<file path="src/rtl/nibble_serial_alu_sequencer.sv">
// Serialises wide operands onto a 4-bit adder slice, one nibble per cycle,
// LSB first, chaining carry-out back as carry-in, and returns the assembled
// result with carry and zero flags over a valid/ready handshake.
module nibble_serial_alu_sequencer #(
   parameter int unsigned NIBBLES = 4
) (
   input  logic                   clk,
   input  logic                   rst,
   input  logic                   in_valid,
   output logic                   in_ready,
   input  logic                   in_s1,
   input  logic                   in_s0,
   input  logic [4*NIBBLES-1:0]   in_a,
   input  logic [4*NIBBLES-1:0]   in_b,
   input  logic                   in_cin,
   output logic                   fa_s1,
   output logic                   fa_s0,
   output logic [3:0]             fa_a,
   output logic [3:0]             fa_b,
   output logic                   fa_cin,
   input  logic [3:0]             fa_s,
   input  logic                   fa_cout,
   output logic                   out_valid,
   input  logic                   out_ready,
   output logic [4*NIBBLES-1:0]   out_s,
   output logic                   out_cout,
   output logic                   out_zero,
   output logic                   busy
);

   localparam int unsigned W     = 4 * NIBBLES;
   localparam int unsigned IDX_W = (NIBBLES > 1) ? $clog2(NIBBLES) : 1;

   localparam logic [1:0] S_IDLE = 2'd0;
   localparam logic [1:0] S_RUN  = 2'd1;
   localparam logic [1:0] S_DONE = 2'd2;

   logic [1:0]       state_q,     state_d;
   logic [W-1:0]     a_q,         a_d;
   logic [W-1:0]     b_q,         b_d;
   logic [W-1:0]     res_q,       res_d;
   logic             carry_q,     carry_d;
   logic [IDX_W-1:0] idx_q,       idx_d;
   logic [1:0]       mode_q,      mode_d;
   logic [3:0]       fa_a_q,      fa_a_d;
   logic [3:0]       fa_b_q,      fa_b_d;
   logic             fa_cin_q,    fa_cin_d;
   logic             in_ready_q,  in_ready_d;
   logic             out_valid_q, out_valid_d;
   logic [W-1:0]     out_s_q,     out_s_d;
   logic             out_cout_q,  out_cout_d;
   logic             out_zero_q,  out_zero_d;
   logic             busy_q,      busy_d;

   // Operands shift right one nibble per RUN cycle; sums enter at the top so
   // that after NIBBLES cycles nibble 0 sits at the bottom of the result.
   logic [W-1:0] res_shift;
   assign res_shift = {fa_s, res_q[W-1:4]};

   // State register and all registered outputs, synchronous reset.
   always_ff @(posedge clk) begin
      if (rst) begin
         state_q     <= S_IDLE;
         a_q         <= '0;
         b_q         <= '0;
         res_q       <= '0;
         carry_q     <= 1'b0;
         idx_q       <= '0;
         mode_q      <= '0;
         fa_a_q      <= '0;
         fa_b_q      <= '0;
         fa_cin_q    <= 1'b0;
         in_ready_q  <= 1'b1;
         out_valid_q <= 1'b0;
         out_s_q     <= '0;
         out_cout_q  <= 1'b0;
         out_zero_q  <= 1'b1;
         busy_q      <= 1'b0;
      end else begin
         state_q     <= state_d;
         a_q         <= a_d;
         b_q         <= b_d;
         res_q       <= res_d;
         carry_q     <= carry_d;
         idx_q       <= idx_d;
         mode_q      <= mode_d;
         fa_a_q      <= fa_a_d;
         fa_b_q      <= fa_b_d;
         fa_cin_q    <= fa_cin_d;
         in_ready_q  <= in_ready_d;
         out_valid_q <= out_valid_d;
         out_s_q     <= out_s_d;
         out_cout_q  <= out_cout_d;
         out_zero_q  <= out_zero_d;
         busy_q      <= busy_d;
      end
   end

   // Next-state and next-output decode; adder-side outputs are precomputed
   // one cycle ahead so they present the current nibble during each RUN cycle.
   always_comb begin
      state_d     = state_q;
      a_d         = a_q;
      b_d         = b_q;
      res_d       = res_q;
      carry_d     = carry_q;
      idx_d       = idx_q;
      mode_d      = mode_q;
      fa_a_d      = fa_a_q;
      fa_b_d      = fa_b_q;
      fa_cin_d    = fa_cin_q;
      in_ready_d  = in_ready_q;
      out_valid_d = out_valid_q;
      out_s_d     = out_s_q;
      out_cout_d  = out_cout_q;
      out_zero_d  = out_zero_q;
      busy_d      = busy_q;

      case (state_q)
         S_IDLE: begin
            if (in_valid) begin
               state_d    = S_RUN;
               a_d        = in_a;
               b_d        = in_b;
               res_d      = '0;
               carry_d    = in_cin;
               idx_d      = '0;
               mode_d     = {in_s1, in_s0};
               fa_a_d     = in_a[3:0];
               fa_b_d     = in_b[3:0];
               fa_cin_d   = in_cin;
               in_ready_d = 1'b0;
               busy_d     = 1'b1;
            end
         end
         S_RUN: begin
            res_d   = res_shift;
            carry_d = fa_cout;
            a_d     = a_q >> 4;
            b_d     = b_q >> 4;
            if (idx_q == IDX_W'(NIBBLES - 1)) begin
               state_d     = S_DONE;
               fa_a_d      = '0;
               fa_b_d      = '0;
               fa_cin_d    = 1'b0;
               out_valid_d = 1'b1;
               out_s_d     = res_shift;
               out_cout_d  = fa_cout;
               out_zero_d  = (res_shift == '0);
            end else begin
               idx_d    = idx_q + IDX_W'(1);
               fa_a_d   = a_q[7:4];
               fa_b_d   = b_q[7:4];
               fa_cin_d = fa_cout;
            end
         end
         S_DONE: begin
            if (out_ready) begin
               state_d     = S_IDLE;
               out_valid_d = 1'b0;
               in_ready_d  = 1'b1;
               busy_d      = 1'b0;
            end
         end
         default: begin
            state_d     = S_IDLE;
            out_valid_d = 1'b0;
            in_ready_d  = 1'b1;
            busy_d      = 1'b0;
         end
      endcase
   end

   assign in_ready  = in_ready_q;
   assign fa_s1     = mode_q[1];
   assign fa_s0     = mode_q[0];
   assign fa_a      = fa_a_q;
   assign fa_b      = fa_b_q;
   assign fa_cin    = fa_cin_q;
   assign out_valid = out_valid_q;
   assign out_s     = out_s_q;
   assign out_cout  = out_cout_q;
   assign out_zero  = out_zero_q;
   assign busy      = busy_q;

endmodule

</file>
<file path="config.mk">
export PLATFORM = sky130hd
export DESIGN_NAME = nibble_serial_alu_sequencer
export DESIGN_NICKNAME = d
export VERILOG_FILES = /design/src/rtl/nibble_serial_alu_sequencer.sv
export SDC_FILE = /design/constraint.sdc
export NUM_CORES = 1
export LEC_CHECK = 0
export ABC_AREA = 1
export CORE_MARGIN = 4
export CORE_UTILIZATION = 44
export CTS_CLUSTER_DIAMETER = 40
export CTS_CLUSTER_SIZE = 8
export DETAILED_ROUTE_END_ITERATION = 16
export GPL_ROUTABILITY_DRIVEN = 0
export PLACE_DENSITY_LB_ADDON = 0.12
export SETUP_SLACK_MARGIN = 0.2
export SLEW_MARGIN = 10
export SYNTH_ARGS = -nofsm -noshare
export SYNTH_HDL_FRONTEND = slang
export SYNTH_SLANG_ARGS = --single-unit
</file>
<file path="constraint.sdc">
create_clock -name clk -period 1.2 [get_ports clk]
set_input_delay 0.24 -clock clk [delete_from_list [all_inputs] [get_ports clk]]
set_output_delay 0.24 -clock clk [all_outputs]
set_load 0.005 [all_outputs]
</file>
Word level (Yosys, flattened, before mapping)
Cells that the tools add are included.
W data, S select, Z words.

cells by class
  div/mod/pow operators = 0
  reductions and logical operators = 10
  multiplexer cells = 30
  equality and inequality tests = 7
  add/sub/neg operators = 1
  bitwise gates (word level) = 2
  multiply operators = 0
  order comparisons = 0
  shift operators = 0

operators with widths
  kind                   number
  $pmux W16 S2           3
  $mux W16               3
  $logic_not A16 Y1      1
  $mux W4                4
  $pmux W4 S2            2
  $reduce_and A3 Y1      4
  $mux W2                5
  $pmux W1 S3            3
  $ne A2 B2 Y1 const B   4
  $mux W1                7
  $pmux W2 S3            1
  $reduce_and A2 Y1      3
  $eq A2 B2 Y1 const B   2
  $pmux W2 S2            1
  $add A2 B1 Y2 const B  1
  $eq A2 B1 Y1 const B   1
  $logic_not A2 Y1       1
  $not A1 Y1             2
  $pmux W1 S2            1
  $reduce_bool A2 Y1     1

word-level totals
  memory bits (writable) = 0
  bits in registers = 84
  input port bits = 44
  logic and storage cells = 65
  latch bits = 0
  output and inout bits = 32
  ROM bits = 0
  memories kept = 0

Depth between registers and ports, before layout
  depth after elaboration = 3
  gate-level depth with buffers = 8
  depth with buffers taken out = 6

Worst setup path before layout
No wires, ideal clock.

  path kind = reg2reg
  start point = register idx_q[0]
  end point = register out_zero_q, in the netlist out_zero
  period minus slack after synthesis = 1.216 ns
  slack = -0.016 ns
  data arrival time = 1.102 ns
  cell stages (with the launch flop) = 8
  path through = dfxtp_1 ha_1 nand2_4 nor2_8 inv_4 buf_6 a21oi_2 nand2_1

between the ends
  cells in the longest elaborated chain, start to end = 2

RTL lines
  item                         RTL line  text
  start: declaration           43        logic [IDX_W-1:0] idx_q, idx_d;
  start signal: assignment     85        idx_q <= idx_d;
  $eq A2 B2 Y1                 141       if (idx_q == IDX_W'(NIBBLES - 1)) begin
  $reduce_and A2 Y1 (no line)  --
  end signal: assignment       94        out_zero_q <= out_zero_d;
  end: declaration             52        logic out_zero_q, out_zero_d;

No other way between the ends.
A chain may end at the register's enable or synchronous reset.

Final worst setup path
  start point = register idx_q[0]
  end point = register out_s_q[8], in the netlist out_s[8]

between the ends
  cells in the longest elaborated chain, start to end = 2

RTL lines
  item                         RTL line  text
  $eq A2 B2 Y1                 141
  $reduce_and A2 Y1 (no line)  --
  end signal: assignment       92        out_s_q <= out_s_d;
  end: declaration             50        logic [W-1:0] out_s_q, out_s_d;

No other way between the ends.

==> impl_results.md <==
* Critical-path cell with the highest stage delay: dfxtp_2
* TNS Setup at -0.170 ns
* Worst-Skew Late Latency at 0.35 ns
* Clock-pin slew on the worst setup and hold paths at 0.08 ns
* Clock sinks at 72
* Post-Layout Inst Area at 0.00473 mm^2
* CTS Root Cell: clkbuf_8
* Tot GR Track Use at 19.0%
* Sequential share of power at 48.9%
* Hpwl dp at 5.38 mm
* Worst EP arrival at 1.53 ns
* Final hold violation count at 0
* Hold-fix buffers, CTS at 0
* Pint at 0.00385 W
* Post-route ant nets at 0
* Seq cells post-synth at 72
* CP max stage delay at 0.35 ns
* Sequential share of the synthesized area at 47.0%
* Vias in the first global route at 2,802
* Total chip power at 0.00534 W
* DP Worst Slack at -0.355 ns
* Vias at 3,066
* Count of final max-slew check failures at 0
* Die Area at 0.00837 mm^2
* Row count at 30
* Synthesized area per cell at 7.08 um^2
* CTS tree: done
* Nature of the critical path endpoint: flop
* Met2 Wirelength at 4.30 mm
* Final worst hold slack at 0.454 ns
* Setup-failing EPs final at 8
* Grt total ovfl at 0
* Fill cell count at 574
* Combinational Power Share at 18.9%
* Status: complete, but fails checks
* Port-buffer cells at 75
* RSZ-0062 raised after global routing: true
* Post-synthesis cell type count at 25
* Skew final at 0.0125 ns
* Drt first-iter violations at 133
* Post-layout nets at 584
* Leakage at 2.13 nW
* Met3 Wirelength at 410 um
* Area delta synth->final at 54.4%
* Commonest non-fill, non-tap cell in the layout: nand2_1
* Synthesized Nets at 478
* Clock Tree Buf Depth at 2
* Area contributors post-synth: dfxtp_1, nand2_1, nor2_1, a21oi_1, o21ai_0
* Largest net degree at the start of global routing at 25
* Die W at 91.5 um
* Worst Path Required at 1.47 ns
* Setup ws final at -0.0578 ns
* Hold crit path type: in -> reg
* Share of layout cells above drive strength 1 at 35.7%
* First-pass GRT wire length at 12.9 mm
* Maxcap violations at 0
* M1 wire length at 4.03 mm
* Type of the worst setup path: reg -> reg
* Synth top area share at 47.0%
* Clock power frac at 32.2%
* Total CTS buffers at 9
* Initial antenna violation count at 0
* Peak Freq at 795 MHz
* Syn. warnings at 0
* # IOs at 76
* Max FO, Critical Path at 8
* CP startpoint kind: flop
* Cell area after synthesis at 0.00307 mm^2
* Gate Count Post-Synth at 433
* Vias per inst at 4.79
* Post-synth top area cell: dfxtp_1
* Max VDD drop at 0.718 mV
* DRT Wirelength at 8.85 mm
* Crit-path cells: ha_4 > nand2_4 > nor2_8 > clkbuf_16 > nor2_4 > nor3_2
* Actual slew at the worst max-slew pin at 0.342 ns
* Diode count at 0
* Number of H-tree levels at 3
* Most frequent cells in the layout: nand2_1, nor2_1, clkdlybuf4s50_1
* Reg2reg setup slack at -0.06 ns
* Slew margin rel. at 77.2%
* Violated checks: setup timing
* Switching share of power at 27.8%
* Tmin final at 1.26 ns
* DRT Pass-1 Iters at 5
* Top sig layer: met4
* Period utilization at 105%
* Wire per inst at 13.8 um
* Sw power at 0.00149 W
* Placeable Area at 0.00679 mm^2
* Placed Area at 0.00406 mm^2
* Pwr dens at 1130 mW/mm^2
* Die Height at 91.5 um
* Drt drc at 0
* Effective utilization at floorplan at 45.1%
cells in the mapped netlist:
library cell / count
ha_1: 1
inv_2: 2
buf_1: 1
a21oi_1: 35
inv_4: 2
nand3_1: 4
nor3_1: 2
o21ai_1: 8
nand2_1: 151
nor2_8: 1
buf_6: 8
a21oi_2: 1
buf_2: 3
nand2_4: 2
clkinv_1: 1
nor2_1: 90
o21ai_0: 26
o21ai_4: 1
nor2_4: 1
nand2_8: 1
inv_1: 8
nand2_2: 1
buf_4: 6
dfxtp_1: 72
clkbuf_1: 5
per-layer routing:
metal,track usage [%],vias up
met2,30.6,69
li1,-,1576
met3,4.06,9
met5,0,-
met1,24.2,1412
met4,8.29,0
sequential cells by signal (all words and copies together), names as in the netlist, 2 cells and up:
name / cells
res_q: 12
state_q: 2
fa_a: 4
mode_q: 2
a_q: 12
b_q: 12
idx_q: 2
fa_b: 4
out_s: 16
through the flow:
stage / utilization (%) / instances
detailed placement: 59.8 / 602
finish: 69.7 / 640
floorplan: - / 433
global placement: 59.8 / 602
global route: 69.7 / 640
CTS: 62.0 / 623
power groups by stage:
stage | clock (W) | sequential (W) | combinational [W]
2_1_floorplan | 0 | 0.00263 | 0.000472
3_3_place_gp | 0 | 0.00265 | 0.000816
3_5_place_dp | 0 | 0.00265 | 0.000831
4_1_cts | 0.00174 | 0.00260 | 0.000827
5_1_grt | 0.00186 | 0.00262 | 0.00110
6_report | 0.00172 | 0.00261 | 0.00101
cell type report:
class,instances,area [um^2],area share (%)
clock buffers,12,145,3.07
clock inverters,4,30.0,0.635
inverters,13,78.8,1.67
multi-input cells,326,1670,35.4
flip-flops and latches,72,1490,31.5
well taps,96,120,2.54
repair buffers,117,1190,25.2
cell families after synthesis:
logic type | after synthesis | share of synthesized area [%]
buffers and inverters | 36 | 7.39
and+or+nand+nor | 253 | 33.1
AOI/OAI and AO/OA | 71 | 12.1
adders and majority gates | 1 | 0.408
DFF | 72 | 47.0
critical path: cells and delay by family, from the launching register on:
kind / cells / cell delay [ns]
flip-flops: 1 / 0.35
adder cells (fa/ha/maj): 1 / 0.16
AND/OR/NAND/NOR: 4 / 0.48
buffers and inverters: 1 / 0.20
worst paths after layout:
| check | start | endpoint | cells past startpoint |
|---|---|---|---|
| hold reg to reg | out_s[9] | out_s[9] | 2 |
| setup reg to reg | idx_q[0] | out_s[8] | 6 |
| hold / removal | in_b[14] | b_q[14] | 3 |
| setup / recovery | idx_q[0] | out_s[8] | 6 |
timing repair:
action / CTS / global route
gates cloned: 1 / 6
buffers inserted: 4 / 11
pin swaps: 3 / 25
setup endpoints to repair: 103 / 103
resized for setup: 176 / 83
Power figures use the tool's default switching activity.
